<file path="config.mk">
export PLATFORM = sky130hd
export DESIGN_NAME = ql_cc_pipe_adder_flat
export DESIGN_NICKNAME = d
export VERILOG_FILES = /design/src/rtl/ql_cc_pipe_adder_pkg.sv /design/src/rtl/ql_cc_pipe_adder_if.sv /design/src/rtl/ql_cc_pipe_adder_segment.sv /design/src/rtl/ql_cc_pipe_adder.sv /design/src/flat_wrapper.sv
export SDC_FILE = /design/constraint.sdc
export NUM_CORES = 1
export LEC_CHECK = 0
export ABC_AREA = 1
export ABC_CLOCK_PERIOD_IN_PS = 14230
export CAP_MARGIN = 20
export CORE_AREA = 2 2 129 131
export CTS_BUF_LIST = sky130_fd_sc_hd__clkbuf_2
export DETAILED_ROUTE_END_ITERATION = 16
export DIE_AREA = 0 0 131 133
export HOLD_SLACK_MARGIN = 0.03
export PLACE_DENSITY_LB_ADDON = 0.1
export SYNTH_ARGS = -nofsm -noshare
export SYNTH_HDL_FRONTEND = slang
export SYNTH_HIERARCHICAL = 1
export SYNTH_SLANG_ARGS = --single-unit
export TNS_END_PERCENT = 10
</file>
<file path="constraint.sdc">
create_clock -name clk -period 14.23 [get_ports clk]
set_input_delay 2.846 -clock clk [delete_from_list [all_inputs] [get_ports clk]]
set_output_delay 2.846 -clock clk [all_outputs]
set_load 0.01 [all_outputs]
</file>
<file path="src/rtl/ql_cc_pipe_adder_pkg.sv">
// Shared definitions for the segmented carry-chain adder: default geometry,
// segment-count helpers and the per-segment pipeline payload.
package ql_cc_pkg;

    localparam int CC_WIDTH = 32;
    localparam int CC_SEG_W = 8;

    function automatic int nseg_calc(input int width, input int seg_w);
        return width / seg_w;
    endfunction

    function automatic bit seg_cfg_ok(input int width, input int seg_w);
        return (seg_w > 0) && (width >= seg_w) && ((width % seg_w) == 0);
    endfunction

    // One segment's worth of payload: propagate/generate before the segment
    // is resolved, sum and carries after.
    typedef struct packed {
        logic [CC_SEG_W-1:0] p;
        logic [CC_SEG_W-1:0] g;
        logic [CC_SEG_W-1:0] sum;
        logic                ci;
        logic                co;
    } cc_seg_t;

endpackage

</file>
<file path="src/rtl/ql_cc_pipe_adder_if.sv">
// Operand/result valid-ready stream bundle for ql_cc_pipe_adder.
interface ql_cc_pipe_adder_if
    import ql_cc_pkg::*;
#(
    parameter int WIDTH = CC_WIDTH
) ();

    logic             in_valid;
    logic             in_ready;
    logic [WIDTH-1:0] a;
    logic [WIDTH-1:0] b;
    logic             sub;
    logic             ci;
    logic             out_valid;
    logic             out_ready;
    logic [WIDTH-1:0] sum;
    logic             co;
    logic             ovf;

    modport master (
        output in_valid, a, b, sub, ci, out_ready,
        input  in_ready, out_valid, sum, co, ovf
    );

    modport slave (
        input  in_valid, a, b, sub, ci, out_ready,
        output in_ready, out_valid, sum, co, ovf
    );

endinterface

</file>
<file path="src/rtl/ql_cc_pipe_adder_segment.sv">
// SEG_W-bit combinational ripple of the XOR/MUX2 carry cell:
// SUMOUT = P ^ CI, CO = P ? CI : G.
module ql_cc_segment
    import ql_cc_pkg::*;
#(
    parameter int SEG_W = CC_SEG_W
) (
    input  logic [SEG_W-1:0] p,
    input  logic [SEG_W-1:0] g,
    input  logic             ci,
    output logic [SEG_W-1:0] sum,
    output logic             co,
    output logic             c_msb_in
);

    logic carry;

    // Carry is walked as a procedural variable so the ripple is one clean
    // combinational chain rather than a self-referencing vector.
    always_comb begin
        carry    = ci;
        sum      = '0;
        c_msb_in = 1'b0;
        for (int i = 0; i < SEG_W; i++) begin
            if (i == SEG_W - 1) begin
                c_msb_in = carry;
            end
            sum[i] = p[i] ^ carry;
            carry  = p[i] ? carry : g[i];
        end
        co = carry;
    end

endmodule

</file>
<file path="src/rtl/ql_cc_pipe_adder.sv">
// Pipelined add/subtract: one carry segment resolved per stage, operands
// skewed ahead of the carry and sums deskewed behind it; latency NSEG.
module ql_cc_pipe_adder
    import ql_cc_pkg::*;
#(
    parameter int WIDTH = CC_WIDTH,
    parameter int SEG_W = CC_SEG_W
) (
    input  logic                clk,
    input  logic                rst,
    ql_cc_pipe_adder_if.slave   bus
);

    localparam int NSEG = nseg_calc(WIDTH, SEG_W);

    if (!seg_cfg_ok(WIDTH, SEG_W) || (SEG_W != CC_SEG_W)) begin : g_bad_cfg
        $error("ql_cc_pipe_adder: WIDTH must be a multiple of SEG_W and SEG_W must equal CC_SEG_W");
    end

    logic rst_meta_q;
    logic rst_sync_q;

    logic            en;
    logic [NSEG-1:0] vld_q;
    cc_seg_t         pipe_q [NSEG][NSEG];
    cc_seg_t         pipe_d [NSEG][NSEG];
    cc_seg_t         in_seg [NSEG];
    logic            ovf_q;
    logic            ovf_d;

    logic [SEG_W-1:0] seg_p    [NSEG];
    logic [SEG_W-1:0] seg_g    [NSEG];
    logic [SEG_W-1:0] seg_sum  [NSEG];
    logic             seg_ci   [NSEG];
    logic             seg_co   [NSEG];
    logic             seg_cmsb [NSEG];

    // Reset asserts immediately, releases two clean edges later.
    always_ff @(posedge clk or posedge rst) begin
        if (rst) begin
            rst_meta_q <= 1'b1;
            rst_sync_q <= 1'b1;
        end else begin
            rst_meta_q <= 1'b0;
            rst_sync_q <= rst_meta_q;
        end
    end

    assign en           = ~vld_q[NSEG-1] | bus.out_ready;
    assign bus.in_ready = en;

    for (genvar gi = 0; gi < NSEG; gi++) begin : g_seg
        logic [SEG_W-1:0] a_s;
        logic [SEG_W-1:0] bx_s;

        assign a_s        = bus.a[gi*SEG_W +: SEG_W];
        assign bx_s       = bus.b[gi*SEG_W +: SEG_W] ^ {SEG_W{bus.sub}};
        assign in_seg[gi] = {a_s ^ bx_s, a_s & bx_s, {SEG_W{1'b0}}, 1'b0, 1'b0};

        // Stage gi resolves segment gi; its carry-in is the previous stage's registered CO.
        if (gi == 0) begin : g_first
            assign seg_p[gi]  = in_seg[0].p;
            assign seg_g[gi]  = in_seg[0].g;
            assign seg_ci[gi] = bus.ci ^ bus.sub;
        end else begin : g_rest
            assign seg_p[gi]  = pipe_q[gi-1][gi].p;
            assign seg_g[gi]  = pipe_q[gi-1][gi].g;
            assign seg_ci[gi] = pipe_q[gi-1][gi-1].co;
        end

        ql_cc_segment #(
            .SEG_W (SEG_W)
        ) u_seg (
            .p        (seg_p[gi]),
            .g        (seg_g[gi]),
            .ci       (seg_ci[gi]),
            .sum      (seg_sum[gi]),
            .co       (seg_co[gi]),
            .c_msb_in (seg_cmsb[gi])
        );

        assign bus.sum[gi*SEG_W +: SEG_W] = pipe_q[NSEG-1][gi].sum;
    end

    always_comb begin
        for (int j = 0; j < NSEG; j++) begin
            pipe_d[0][j] = in_seg[j];
        end
        for (int k = 1; k < NSEG; k++) begin
            for (int j = 0; j < NSEG; j++) begin
                pipe_d[k][j] = pipe_q[k-1][j];
            end
        end
        for (int k = 0; k < NSEG; k++) begin
            pipe_d[k][k].sum = seg_sum[k];
            pipe_d[k][k].ci  = seg_ci[k];
            pipe_d[k][k].co  = seg_co[k];
        end
    end

    assign ovf_d = seg_cmsb[NSEG-1] ^ seg_co[NSEG-1];

    // Whole pipe advances together; bubbles travel as valid=0.
    always_ff @(posedge clk or posedge rst_sync_q) begin
        if (rst_sync_q) begin
            vld_q <= '0;
            ovf_q <= 1'b0;
            for (int k = 0; k < NSEG; k++) begin
                for (int j = 0; j < NSEG; j++) begin
                    pipe_q[k][j] <= '0;
                end
            end
        end else if (en) begin
            vld_q[0] <= bus.in_valid;
            for (int k = 1; k < NSEG; k++) begin
                vld_q[k] <= vld_q[k-1];
            end
            pipe_q <= pipe_d;
            ovf_q  <= ovf_d;
        end
    end

    assign bus.out_valid = vld_q[NSEG-1];
    assign bus.co        = pipe_q[NSEG-1][NSEG-1].co;
    assign bus.ovf       = ovf_q;

    // Already-consumed skew fields and lower-segment MSB carries are folded away here.
    logic unused_bits;
    always_comb begin
        unused_bits = 1'b0;
        for (int k = 0; k < NSEG; k++) begin
            unused_bits = unused_bits ^ seg_cmsb[k];
            for (int j = 0; j < NSEG; j++) begin
                unused_bits = unused_bits ^ (^pipe_q[k][j]);
            end
        end
    end

endmodule

</file>
<file path="src/flat_wrapper.sv">
// flat-port wrapper written by rule: the top's interface ports become plain ports
module ql_cc_pipe_adder_flat import ql_cc_pkg::*;
#(
    parameter int WIDTH = CC_WIDTH,
    parameter int SEG_W = CC_SEG_W
)
  (clk, rst, bus_in_valid, bus_a, bus_b, bus_sub, bus_ci, bus_out_ready, bus_in_ready, bus_out_valid, bus_sum, bus_co, bus_ovf);
  ql_cc_pipe_adder_if #(.WIDTH(WIDTH)) bus_i ();
  input  logic clk;
  input  logic rst;
  input wire logic [$bits(bus_i.in_valid)-1:0] bus_in_valid;
  input wire logic [$bits(bus_i.a)-1:0] bus_a;
  input wire logic [$bits(bus_i.b)-1:0] bus_b;
  input wire logic [$bits(bus_i.sub)-1:0] bus_sub;
  input wire logic [$bits(bus_i.ci)-1:0] bus_ci;
  input wire logic [$bits(bus_i.out_ready)-1:0] bus_out_ready;
  output wire logic [$bits(bus_i.in_ready)-1:0] bus_in_ready;
  output wire logic [$bits(bus_i.out_valid)-1:0] bus_out_valid;
  output wire logic [$bits(bus_i.sum)-1:0] bus_sum;
  output wire logic [$bits(bus_i.co)-1:0] bus_co;
  output wire logic [$bits(bus_i.ovf)-1:0] bus_ovf;
  assign bus_i.in_valid = bus_in_valid;
  assign bus_i.a = bus_a;
  assign bus_i.b = bus_b;
  assign bus_i.sub = bus_sub;
  assign bus_i.ci = bus_ci;
  assign bus_i.out_ready = bus_out_ready;
  assign bus_in_ready = bus_i.in_ready;
  assign bus_out_valid = bus_i.out_valid;
  assign bus_sum = bus_i.sum;
  assign bus_co = bus_i.co;
  assign bus_ovf = bus_i.ovf;
  ql_cc_pipe_adder #(.WIDTH(WIDTH), .SEG_W(SEG_W)) u_core (.clk(clk), .rst(rst), .bus(bus_i));
endmodule
</file>
# --- After elaboration in Yosys (flattened, before gate mapping) ---
# Index checks and enable logic that the tools add are counted.
totals:
  elab_cells: 110
  ff_bits: 187
op_classes:
  bitwise_logic: 48
  muxes: 32
ops:
  columns: ["cell", "n"]
  rows:
  - ["bitwise XOR 8 bit", 8]
  - ["bitwise XOR 1 bit", 34]
  - ["AND 8 bit", 4]
  - ["2-to-1 mux 1 bit", 32]
  - ["NOT 1 bit", 1]
  - ["OR 1 bit", 1]

# --- Longest topological paths before layout ---
logic_depth:
  word_depth: 10
  depth_mapped: 18

# --- Cells and area by module ---
# Netlist, hierarchy kept.
modules_own_cells:
  columns: ["mod", "instances", "cells_each", "area_each_um2", "seq_area_each_um2"]
  rows:
  - ["ql_cc_pipe_adder", 1, 804, 7699.9, 4682.0]
  - ["ql_cc_segment", 4, 43, 252.7, 0.0]

# --- Worst setup path after synthesis ---
# Ideal clock, no wire load.
synth_path:
  kind: "input-to-output"
  startpoint: "in bus_out_ready"
  endpoint: "out bus_in_ready"
  slack_ns: 8.088
  required_ns: 11.384
  arrival_time_ns: 3.296
  cell_stages: 4
  path_buffers: 2
  cell_sequence: "inv_1 > nand2_2 > buf_4 > buf_2"
synth_via:
  elab_chain_cells: 1
synth_rtl:
  columns: ["element", "line", "source"]
  rows:
  - ["start: declaration", "flat_wrapper.sv:16", "input wire logic [$bits(bus_i.out_ready)-1:0] bus_out_ready;"]
  - ["OR 1 bit", "ql_cc_pipe_adder.sv:49", "assign en = ~vld_q[NSEG-1] | bus.out_ready;"]
  - ["end: declaration", "flat_wrapper.sv:17", "output wire logic [$bits(bus_i.in_ready)-1:0] bus_in_ready;"]
# No other way between the ends.

# --- Worst setup path after layout ---
# Ends and elaborated chain as after synthesis.

==> metrics.sh <==
P_CLK_SHARE_PCT=18.3
POST_ROUTE_CELLS_DRIVE_ABOVE_1_SHARE_PCT=10.0
YOSYSUNIQUECELLTYPES=21
SYNTH_AREA_LEADER_CELL='sky130_fd_sc_hd__dfrtp_1'
YOSYS_WARNINGS=6
INITIAL_ANTENNA_VIOLATION_COUNT=1
WORST_SETUP_HOLD_PATH_CLK_SLEW_PS=250
WORSTREG2REGSTART='u_core/vld_q[3]$_DFFE_PP0P_'
REPORT.FINAL.HOLD_VIOL_COUNT=0
GRT_FIRST_PASS_WIRELENGTH_MM=26.4
MAX_SLEW_MARGIN_PCT=29.7
WORSTREG2REGEND='u_core/pipe_d[60]$_DFFE_PP0P_'
DP.FINAL_HPWL_MM=9.90
DR_PASS1_ITERATIONS=5
INTERNAL_POWER_uW=1220
DIE_Y_UM=133
SHARE_SEQ_OF_TOTAL_POWER_PCT=45.6
SYNTHESIS.INSTANCES=976
NUMPLACEDINSTANCES=1262
CRIT_PATH_END_KIND='primary output'
HTREE_LEVELS=4
POSTCTSRESIZEDCELLS=0
FINALINSTANCEAREA_UM2=10200
VIASPERCELL=4.72
RSZ0062_AT_GRT='no'
SEQ_AREA_FRAC_SYNTH_PCT=53.7
INITIAL_CORE_UTILIZATION_PCT=53.9
NUMBER_OF_BUFFERS_BETWEEN_CLOCK_ROOT_AND_THE_DEEPEST_SINK=2
SETUP_TNS_PS=0
SYN_AVG_CELL_AREA_UM2=8.93
WORST_SETUP_PATH_START_KIND='input pin'
SYN_AREA_UM2=8710
SYNTH-ASYNC-RESET-RATIO_PCT=100
NUMBER_OF_CELLS_ON_THE_WORST_REG_TO_REG_PATH=5
DRC=0
SYNTHTOLAYOUTAREAGROWTH_PCT=17.2
SWITCHING_SHARE_PCT=36.1
LARGEST_NET_DEGREE_AT_THE_START_OF_GLOBAL_ROUTING=114
NET-SWITCHING-POWER_uW=686
ANTENNA_LEFT=0
VIAS=6121
CTS_MADE_BUFFERS=17
FINALCLOCKSKEW_PS=28.4
SYNTH.TOP_CELL.AREA_SHARE_PCT=53.1
CTS_ROOT_BUF='sky130_fd_sc_hd__clkbuf_2'
STATUS='completed'
SLEW_OF_THE_PIN_WITH_THE_LOWEST_SLEW_MARGIN_PS=1050
TRITONCTS='built'
CRIT_SLOWEST_CELL='sky130_fd_sc_hd__clkdlybuf4s50_1'
DIE_WIDTH_UM=131
FINALCRITICALPERIOD_PS=7320
COMB_POWER_SHARE_PCT=36.1
YS_TOP_CELLS_BY_COUNT='sky130_fd_sc_hd__nand2_1, sky130_fd_sc_hd__dfrtp_1, sky130_fd_sc_hd__o21ai_0'
FINALMAXSLEWVIOLATIONS=0
KIND_OF_CRITICAL_PATH='input pin to primary output'
R2R_SETUP_SLACK_PS=11690
COREAREA_UM2=16200
WORST_SETUP_PATH_STARTPOINT='bus_out_ready'
FINAL_CELL_COUNT_NO_FILL=1296
HOLD_BUFFERS=0
DRT_ITER0_DRC=342
GLOBAL_ROUTE.USAGE.TOTAL_PCT=19.0
CRIT_ARRIVAL_PS=4470
PORT_BUFFERS=105
PLACED_AREA_UM2=9820
CRITICAL_PATH.MOST_COMMON_CELL='sky130_fd_sc_hd__clkdlybuf4s50_1'
SYNTHMOSTINSTANTIATEDCELL='sky130_fd_sc_hd__nand2_1'
HOLD_CLASS='register to register'
GRT.OVERFLOW.TOTAL=0
WORST_SKEW_PAIR.LATE_LATENCY_PS=710
FLOORPLAN.DIE_AREA_UM2=17400
DESIGN.PORTCOUNT=106
WORST_SETUP_PATH_ENDPOINT='bus_in_ready'
COUNT_OF_STATE_ELEMENTS_AFTER_SYNTHESIS=187
SLOWEST_DELAY_PS=620
SYNTH_EDF_COUNT=0
NETLIST_TOP_CELLS_AREA='sky130_fd_sc_hd__dfrtp_1, sky130_fd_sc_hd__nand2_1, sky130_fd_sc_hd__o21ai_0'
TIMING.CRITICAL_PATH.FANOUT_MAX=74
CRIT_PATH_CELL_TRACE='clkdlybuf4s50_1 > inv_1 > nand2_8 > clkdlybuf4s50_1'
FIN_CRIT_SH_PCT=51.4
NUM-NETS-FINAL=1164
POWER.DENSITY_CELL_AREA_nW_PER_UM2=186
POSTSYNTH.TOPFLOPCELL='sky130_fd_sc_hd__dfrtp_1'
POWER.TOTAL_uW=1900
DETAIL_ROUTE.WIRELENGTH_MM=15.4
CLOCK_SINK_COUNT=187
SETUP_VIOL=0
TIMING.FMAX_MHz=137
WORST_IR_DROP_VDD_mV=0.0953
SYN-NUM-NETS=1078
CP_DATA_REQUIRED_TIME_PS=11380
ROUTABILITYCONGESTION=0.762
ROWS=47
POWER.STATIC_LEAKAGE_uW=0.00518
MAX_CAP_VIOLATIONS=0
ROUTEDWLPERCELL_UM=11.9
GRT_PASS1_VIAS=5935
CTS_SETUP_BUFFERS=0
## per-stage QoR
stage               hold WS, ps  util, %  setup WS (ps)
floorplan                   345        -           8090
global placement            346     60.7           6900
detailed placement          353     60.7           6910
CTS                         382     62.9           6900
global route                387     63.1           6840
finish                      379     63.1           6910
## cell families after synthesis
logic type	after synthesis	share of synthesized area, %
AND/OR/NAND/NOR	449	22.2
flip-flops	187	53.7
buffers and inverters	138	7.21
AO/OA/AOI/OAI	120	7.24
XOR/XNOR	49	4.93
adder cells (fa/ha/maj)	32	4.60
other	1	0.0430
## cells in the final DEF, fill, tap and decap left out, drive strengths merged, types with 2 or more instances in the layout
cell	n
nand2	411
dfrtp	185
o21ai	112
clkdlybuf4s50	104
inv	96
xor2	49
ha	32
nand3	25
clkbuf	18
a21o	8
or2	8
bufinv	7
buf	7
and2	4
clkinv	4
dfstp	2
## metal layers
| metal | track usage, % | part of all wire, % | vias to the layer above |
|---|---|---|---|
| met5 | 0 | 0 | - |
| met4 | 4.49 | 0.72 | 0 |
| met3 | 4.16 | 3.1 | 6 |
| met2 | 31.1 | 47 | 89 |
| met1 | 25.7 | 49 | 2853 |
| li1 | - | - | 3173 |
## critical path: cells and delay by family
family / cells / cell delay (ps)
AND/OR/NAND/NOR: 1 / 310
buffers and inverters: 3 / 1270
## how the worst min path moves through the flow
stage                                      startpoint                          end  slack (ps)  cells after the start
after floorplan           u_core/rst_meta_q$_DFF_PP1_  u_core/rst_sync_q$_DFF_PP1_         350                      0
after global placement    u_core/rst_meta_q$_DFF_PP1_  u_core/rst_sync_q$_DFF_PP1_         350                      0
after detailed placement  u_core/rst_meta_q$_DFF_PP1_  u_core/rst_sync_q$_DFF_PP1_         350                      0
after CTS                 u_core/rst_meta_q$_DFF_PP1_  u_core/rst_sync_q$_DFF_PP1_         380                      0
after global routing      u_core/rst_meta_q$_DFF_PP1_  u_core/rst_sync_q$_DFF_PP1_         390                      0
final                     u_core/rst_meta_q$_DFF_PP1_  u_core/rst_sync_q$_DFF_PP1_         380                      0
## power by group through the flow
stage / combinational (uW) / clock (uW) / sequential (uW)
floorplan: 482 / 0 / 877
global placement: 677 / 0 / 875
detailed placement: 692 / 0 / 882
CTS: 697 / 361 / 869
global route: 794 / 382 / 896
finish: 686 / 348 / 867
## state kept, by name, indices dropped and copies added, names as in the netlist
signal             cells
u_core/vld_q           4
u_core/pipe_d        147
u_core/bus.co          1
u_core/bus.sum        32
u_core/rst_sync_q      1
u_core/bus.ovf         1
u_core/rst_meta_q      1
## area by class of cell
type / instances / area, um^2
tap: 220 / 275
clock inverter: 14 / 267
sequential: 187 / 4680
fill: 1409 / 5960
clock buffer: 18 / 90.1
inverter: 94 / 360
multi-input combinational: 651 / 3420
antenna: 1 / 2.50
timing repair buffer: 111 / 1110
(Power assumes the default switching activity.)
